==> src/rtl/closest_hit_select_pkg.sv <==
// Shared types and constants for the closest-hit reduction stage.
//   fp32_t      : raw IEEE-754 single-precision bit pattern
//   cand_t      : selected root of one sphere test {vld, t}
//   hit_rec_t   : hit record {vld, t, id}
//   state_e     : ray accumulation FSM states
package closest_hit_select_pkg;

  localparam int unsigned ID_W                = 8;
  localparam int unsigned FP_W                = 32;
  localparam int unsigned CNT_W               = 16;
  localparam int unsigned LATENCY_CLOSEST_HIT = 2;

  typedef logic [FP_W-1:0] fp32_t;

  // Roots must be strictly greater than 0.001f.
  localparam fp32_t FP32_T_MIN = 32'h3A83126F;

  typedef struct packed {
    logic  vld;
    fp32_t t;
  } cand_t;

  typedef struct packed {
    logic            vld;
    fp32_t           t;
    logic [ID_W-1:0] id;
  } hit_rec_t;

  typedef enum logic {
    ST_IDLE = 1'b0,
    ST_ACC  = 1'b1
  } state_e;

endpackage

==> src/rtl/closest_hit_select_if.sv <==
// Candidate stream in / hit record out bundle for closest_hit_select.
//   in_*       : one (t0, t1) root pair per tested sphere, framed by in_first/in_last
//   hit_*      : one-cycle result pulse per completed ray, held between pulses
//   tested_cnt : candidates accumulated for the reported ray (saturating)
//   err_seq    : sticky sequence-error flag
// master = intersection side (drives in_*), slave = this stage.
interface closest_hit_select_if;
  import closest_hit_select_pkg::*;

  logic                  in_vld;
  fp32_t                 in_t0;
  fp32_t                 in_t1;
  logic [ID_W-1:0]       in_id;
  logic                  in_first;
  logic                  in_last;
  logic                  hit_vld;
  logic                  hit;
  fp32_t                 hit_t;
  logic [ID_W-1:0]       hit_id;
  logic [CNT_W-1:0]      tested_cnt;
  logic                  err_seq;

  modport master (
    output in_vld, in_t0, in_t1, in_id, in_first, in_last,
    input  hit_vld, hit, hit_t, hit_id, tested_cnt, err_seq
  );

  modport slave (
    input  in_vld, in_t0, in_t1, in_id, in_first, in_last,
    output hit_vld, hit, hit_t, hit_id, tested_cnt, err_seq
  );

endinterface

==> src/rtl/closest_hit_select_fp32_root_select.sv <==
// Combinational root picker: nearest usable root of one sphere.
//   t0_i, t1_i : near / far root bit patterns
//   bound_i    : magnitude bits of the lower bound (exclusive)
//   vld_o      : a usable root exists
//   t_o        : t0 if usable, else t1 if usable, else 0
module fp32_root_select
  import closest_hit_select_pkg::*;
(
  input  fp32_t       t0_i,
  input  fp32_t       t1_i,
  input  logic [30:0] bound_i,
  output logic        vld_o,
  output fp32_t       t_o
);

  logic use0_c;
  logic use1_c;

  // Positive, finite (NaN marks a miss), and beyond the bound. Raw-bit
  // compare is an exact float compare since both operands are positive.
  assign use0_c = ~t0_i[31] && (t0_i[30:23] != 8'hFF) && (t0_i[30:0] > bound_i);
  assign use1_c = ~t1_i[31] && (t1_i[30:23] != 8'hFF) && (t1_i[30:0] > bound_i);

  assign vld_o = use0_c | use1_c;
  assign t_o   = use0_c ? t0_i : (use1_c ? t1_i : '0);

endmodule

==> src/rtl/closest_hit_select.sv <==
// Per-ray nearest-hit reduction. Stage 1 registers the candidate and picks
// its root; stage 2 merges it into the accumulator and registers the result.
//   clk, rst : clock, synchronous active-high reset
//   bus      : candidate stream in, hit record out (slave modport)
module closest_hit_select
  import closest_hit_select_pkg::*;
(
  input  logic                 clk,
  input  logic                 rst,
  closest_hit_select_if.slave  bus
);

  // Stage 1 registers
  logic            s1_vld_q;
  logic            s1_first_q;
  logic            s1_last_q;
  logic [ID_W-1:0] s1_id_q;
  fp32_t           s1_t0_q;
  fp32_t           s1_t1_q;

  // Stage 2 state
  state_e           state_q,  state_d;
  hit_rec_t         best_q,   best_d;
  logic [CNT_W-1:0] cnt_q,    cnt_d;
  logic             err_q,    err_d;
  logic             hit_vld_q, hit_vld_d;
  hit_rec_t         out_q,    out_d;
  logic [CNT_W-1:0] tested_q, tested_d;

  logic             cand_vld;
  fp32_t            cand_t;
  hit_rec_t         cand;
  hit_rec_t         merged;
  logic [CNT_W-1:0] merged_cnt;
  logic             beat_used;
  logic             take;

  fp32_root_select u_root_select (
    .t0_i    (s1_t0_q),
    .t1_i    (s1_t1_q),
    .bound_i (FP32_T_MIN[30:0]),
    .vld_o   (cand_vld),
    .t_o     (cand_t)
  );

  assign cand = '{vld: cand_vld, t: cand_t, id: s1_id_q};

  // Next-state: frame checking, accumulate, emit on the last beat
  always_comb begin
    state_d    = state_q;
    best_d     = best_q;
    cnt_d      = cnt_q;
    err_d      = err_q;
    hit_vld_d  = 1'b0;
    out_d      = out_q;
    tested_d   = tested_q;
    merged     = '0;
    merged_cnt = '0;
    beat_used  = 1'b0;
    take       = 1'b0;

    if (s1_vld_q) begin
      if (s1_first_q) begin
        // A first beat always (re)starts a ray; one arriving mid-ray drops it.
        if (state_q == ST_ACC) err_d = 1'b1;
        merged     = cand;
        merged_cnt = CNT_W'(1);
        beat_used  = 1'b1;
      end else if (state_q == ST_IDLE) begin
        err_d = 1'b1;
      end else begin
        // Strict less-than keeps the earlier sphere on ties.
        take       = cand.vld && (!best_q.vld || (cand.t[30:0] < best_q.t[30:0]));
        merged     = take ? cand : best_q;
        merged_cnt = (cnt_q == {CNT_W{1'b1}}) ? cnt_q : cnt_q + CNT_W'(1);
        beat_used  = 1'b1;
      end

      if (beat_used) begin
        if (s1_last_q) begin
          hit_vld_d = 1'b1;
          out_d.vld = merged.vld;
          out_d.t   = merged.vld ? merged.t  : '0;
          out_d.id  = merged.vld ? merged.id : '0;
          tested_d  = merged_cnt;
          state_d   = ST_IDLE;
        end else begin
          best_d  = merged;
          cnt_d   = merged_cnt;
          state_d = ST_ACC;
        end
      end
    end
  end

  // Stage 1 capture; payload only loads on valid beats
  always_ff @(posedge clk) begin
    if (rst) begin
      s1_vld_q   <= 1'b0;
      s1_first_q <= 1'b0;
      s1_last_q  <= 1'b0;
      s1_id_q    <= '0;
      s1_t0_q    <= '0;
      s1_t1_q    <= '0;
    end else begin
      s1_vld_q <= bus.in_vld;
      if (bus.in_vld) begin
        s1_first_q <= bus.in_first;
        s1_last_q  <= bus.in_last;
        s1_id_q    <= bus.in_id;
        s1_t0_q    <= bus.in_t0;
        s1_t1_q    <= bus.in_t1;
      end
    end
  end

  // Stage 2 state and output registers
  always_ff @(posedge clk) begin
    if (rst) begin
      state_q   <= ST_IDLE;
      best_q    <= '0;
      cnt_q     <= '0;
      err_q     <= 1'b0;
      hit_vld_q <= 1'b0;
      out_q     <= '0;
      tested_q  <= '0;
    end else begin
      state_q   <= state_d;
      best_q    <= best_d;
      cnt_q     <= cnt_d;
      err_q     <= err_d;
      hit_vld_q <= hit_vld_d;
      out_q     <= out_d;
      tested_q  <= tested_d;
    end
  end

  assign bus.hit_vld    = hit_vld_q;
  assign bus.hit        = out_q.vld;
  assign bus.hit_t      = out_q.t;
  assign bus.hit_id     = out_q.id;
  assign bus.tested_cnt = tested_q;
  assign bus.err_seq    = err_q;

endmodule

==> src/flat_wrapper.sv <==
// flat-port wrapper written by rule: the top's interface ports become plain ports
module closest_hit_select_flat import closest_hit_select_pkg::*;
  (clk, rst, bus_in_vld, bus_in_t0, bus_in_t1, bus_in_id, bus_in_first, bus_in_last, bus_hit_vld, bus_hit, bus_hit_t, bus_hit_id, bus_tested_cnt, bus_err_seq);
  closest_hit_select_if bus_i ();
  input  logic clk;
  input  logic rst;
  input wire logic [$bits(bus_i.in_vld)-1:0] bus_in_vld;
  input wire logic [$bits(bus_i.in_t0)-1:0] bus_in_t0;
  input wire logic [$bits(bus_i.in_t1)-1:0] bus_in_t1;
  input wire logic [$bits(bus_i.in_id)-1:0] bus_in_id;
  input wire logic [$bits(bus_i.in_first)-1:0] bus_in_first;
  input wire logic [$bits(bus_i.in_last)-1:0] bus_in_last;
  output wire logic [$bits(bus_i.hit_vld)-1:0] bus_hit_vld;
  output wire logic [$bits(bus_i.hit)-1:0] bus_hit;
  output wire logic [$bits(bus_i.hit_t)-1:0] bus_hit_t;
  output wire logic [$bits(bus_i.hit_id)-1:0] bus_hit_id;
  output wire logic [$bits(bus_i.tested_cnt)-1:0] bus_tested_cnt;
  output wire logic [$bits(bus_i.err_seq)-1:0] bus_err_seq;
  assign bus_i.in_vld = bus_in_vld;
  assign bus_i.in_t0 = bus_in_t0;
  assign bus_i.in_t1 = bus_in_t1;
  assign bus_i.in_id = bus_in_id;
  assign bus_i.in_first = bus_in_first;
  assign bus_i.in_last = bus_in_last;
  assign bus_hit_vld = bus_i.hit_vld;
  assign bus_hit = bus_i.hit;
  assign bus_hit_t = bus_i.hit_t;
  assign bus_hit_id = bus_i.hit_id;
  assign bus_tested_cnt = bus_i.tested_cnt;
  assign bus_err_seq = bus_i.err_seq;
  closest_hit_select u_core (.clk(clk), .rst(rst), .bus(bus_i));
endmodule
==> config.mk <==
export PLATFORM = sky130hd
export DESIGN_NAME = closest_hit_select_flat
export DESIGN_NICKNAME = d
export VERILOG_FILES = /design/src/rtl/closest_hit_select_pkg.sv /design/src/rtl/closest_hit_select_if.sv /design/src/rtl/closest_hit_select_fp32_root_select.sv /design/src/rtl/closest_hit_select.sv /design/src/flat_wrapper.sv
export SDC_FILE = /design/constraint.sdc
export NUM_CORES = 1
export LEC_CHECK = 0
export CAP_MARGIN = 20
export CORE_ASPECT_RATIO = 0.6
export CORE_MARGIN = 2
export CORE_UTILIZATION = 30
export CTS_BUF_LIST = sky130_fd_sc_hd__clkbuf_4 sky130_fd_sc_hd__clkbuf_8
export CTS_CLUSTER_SIZE = 25
export DETAILED_ROUTE_END_ITERATION = 6
export SLEW_MARGIN = 30
export SYNTH_ARGS = -nofsm -noshare
export SYNTH_HDL_FRONTEND = slang
export SYNTH_SLANG_ARGS = --single-unit
==> constraint.sdc <==
create_clock -name clk -period 5 [get_ports clk]
set_input_delay 1.25 -clock clk [delete_from_list [all_inputs] [get_ports clk]]
set_output_delay 1.25 -clock clk [all_outputs]
set_load 0.005 [all_outputs]
==> impl_results.md <==
* VDD IR-drop max at 0.000156 V
* H-tree depth at 4
* Switching Share at 0.278
* Initial DRC count at 764
* Sequential Power Share at 0.510
* Skew final at 0.0202 ns
* Final period utilization at 0.966
* Synth top area share at 0.414
* Post-Route WL at 30.9 mm
* Post-route setup TNS at 0 ns
* First-pass DRT Iterations at 5
* Crit path buf inv count at 4
* CTS hold repair buffers at 0
* Least-Margin Pin Slew at 0.853 ns
* Filler cell count at 2976
* Grt ovf at 0
* Post-synthesis cell area at 9290 µm²
* Min-Delay Path Class: flip-flop to flip-flop
* Total Power at 3170 µW
* Die width at 231 µm
* Clk sinks at 192
* Crit path time final at 4.83 ns
* WL met2 at 11.7 mm
* Top post-synthesis cells by area: dfxtp_1 (41%), mux2i_1 (9.1%), nor2_1 (4.5%), ha_1 (4.3%), a221o_1 (4.2%)
* Worst-path cell chain: or4_4 -> or4_1 -> nor3_2 -> a211oi_4 -> buf_4 -> buf_12 -> a22o_1 -> ha_1 -> nand3_1 -> nor3_2 -> buf_4 -> nand2_1 -> or4bb_4 -> a21oi_4 -> nor4_2 -> o21ba_2 -> buf_4 -> a221o_1
* Cell count along the critical path at 18
* Initial core utilization at 0.307
* CTS tree: done
* Net switching power at 881 µW
* Required time of the worst setup path at 5.38 ns
* GPL Wtd Cong at 0.895
* Combinational power share at 0.140
* Clk network pwr share at 0.350
* Total number of vias at 8492
* Largest stage delay on the critical path at 0.58 ns
* Ys flop type: dfxtp_1
* WS Path Type: flip-flop to flip-flop
* Cell row count at 49
* Placed Instance Area at 11800 µm²
* WHS Path Cells at 2
* Yosys warnings at 0
* Final hold viol count at 0
* Met3 wire len at 2.59 mm
* Post-synthesis sequential area ratio at 0.414
* Final ANT Viol Nets at 0
* Clock root cell: clkbuf_8
* TritonCTS Buffers at 17
* Die ar. at 32400 µm²
* Syn avg cell area at 8.99 µm²
* Crit path max-delay family: simple AND/OR/NAND/NOR gates
* Synthesized Nets at 1142
* DRC at 0
* Multi-input logic area at 5070 µm²
* Vias in the first global route at 7932
* Uppermost routed layer: met4
* RSZ-0062 raised after global routing: false
* Top-count cell post-synth: dfxtp_1
* Finished layout cell area at 12400 µm²
* Flip-flop and latch area at 3840 µm²
* Register bit total from synthesis at 192
* Max-cap violations at 0
* Die Span Y at 140 µm
* Max Fanout on Critical Path at 17
* F_max at 0.207 GHz
* Worst skew pair latency at 0.51 ns
* First-pass GRT wire length at 47.7 mm
* Layout cell share with drive strength beyond 1 at 0.153
* Initial antenna violation count at 0
* Status: finished, final reports clean
* Startpoint types: flip-flop
* Most used cell, CP: buf_4
* CP Capture Type: flip-flop
* Slowest cell on the critical path: or4_4
* Met1 WL at 16.2 mm
* Final setup vio count at 0
* Post-DP HPWL at 22.9 mm
* Syn-to-layout area delta at 33.1%
* Register-to-Register Path Depth at 18
* Cell leakage power at 0.00482 µW
* Synth unique cells at 63
* IO Count at 136
* Synth top cells by count: dfxtp_1 (192), nor2_1 (112), mux2i_1 (84)
* Largest net degree at the start of global routing at 67
* Vias per cell at 5.14
* Critical path data arrival time at 5.21 ns
* Clock tree buffer depth at 2
* Pint at 2290 µW
* Gr usage total at 0.191
* Async S/R FF share, synth at 0
* Max-slew violations at 0
* Post-Syn Instances at 1033
* Wire length per cell at 18.7 µm
* Clock transition at the registers of the reported paths at 0.10 ns
* Core area at 30200 µm²
* Synth area leader: dfxtp_1
* IO Port Bufs at 135
* Slew HR at 0.430
* Post-synth EDFFs at 0
* Diodes inserted at 0
* Power per cell area at 256 nW/µm²
* Final layout net count at 1341
## path summary, 6_finish.rpt
kind                                  from                  endpoint  slack, ns
setup / recovery        u_core.s1_t0_q[18]       u_core.bus.hit_t[5]       0.17
setup reg to reg        u_core.s1_t0_q[18]       u_core.bus.hit_t[5]       0.17
hold / removal    u_core.bus.tested_cnt[3]  u_core.bus.tested_cnt[3]       0.46
hold reg to reg   u_core.bus.tested_cnt[3]  u_core.bus.tested_cnt[3]       0.46
## tightest hold or removal path, stage by stage, from the launching register on
cell	delay, ns
dfxtp_1	0.34
nand2_1	0.04
o21ai_0	0.05
## what timing repair did
item                       4_1_cts  5_1_grt
gates resized for setup          3       24
setup endpoints to repair       59       79
pin swaps                        3       12
buffers inserted                 1        2
## state kept, by name, indices dropped and copies added (netlist names), 8 cells and up
name / count
u_core.bus.hit_id: 8
u_core.s1_t1_q: 32
u_core.best_q: 41
u_core.bus.tested_cnt: 16
u_core.cnt_q: 16
u_core.s1_t0_q: 32
u_core.s1_id_q: 8
u_core.bus.hit_t: 32
## per-stage QoR
stage / instances / hold slack, ns / setup slack, ns / util
2_1_floorplan: 1033 / 0.430 / 0.249 / -
3_3_place_gp: 1617 / 0.440 / -0.0264 / 0.389
3_5_place_dp: 1618 / 0.444 / -0.126 / 0.390
4_1_cts: 1651 / 0.471 / 0.0280 / 0.404
5_1_grt: 1653 / 0.489 / 0.00103 / 0.409
6_report: 1653 / 0.462 / 0.170 / 0.409
## routing by layer
layer | vias up | track usage
li1 | 4146 | -
met1 | 4015 | 0.300
met2 | 308 | 0.241
met3 | 23 | 0.0578
met4 | 0 | 0.0520
met5 | - | 0
## logic make-up after synthesis
logic type,Yosys count,synth area share
and+or+nand+nor,316,0.170
muxes,84,0.0905
DFF,192,0.414
adders and majority gates,32,0.0431
xor gates and xnor gates,11,0.0104
buffers and inverters,135,0.0598
AOI/OAI and AO/OA,263,0.212
## placed cells by master, fill, tap and decap left out, types with 31 or more instances in the layout
| cell type | instances |
|---|---|
| buf_4 | 103 |
| a221o_1 | 39 |
| inv_1 | 71 |
| and2_1 | 41 |
| o21ai_0 | 35 |
| nand2_1 | 61 |
| ha_1 | 31 |
| nor2_1 | 111 |
| a21oi_1 | 58 |
| dfxtp_1 | 192 |
| clkdlybuf4s50_1 | 133 |
| mux2i_1 | 82 |
## power by group through the flow
stage	logic [µW]	clock network [µW]	registers, µW
finish	443	1110	1620
global placement	418	0	1650
detailed placement	422	0	1650
global route	481	1200	1620
CTS	427	1140	1610
floorplan	215	0	1640
## area by class of cell
cell class,instances,area share
well taps,408,0.0413
clock buffers,17,0.0189
multi-input cells,706,0.410
clock inverters,15,0.0149
flip-flops and latches,192,0.311
repair buffers,244,0.183
inverters,71,0.0216
(Power assumes the default switching activity.)
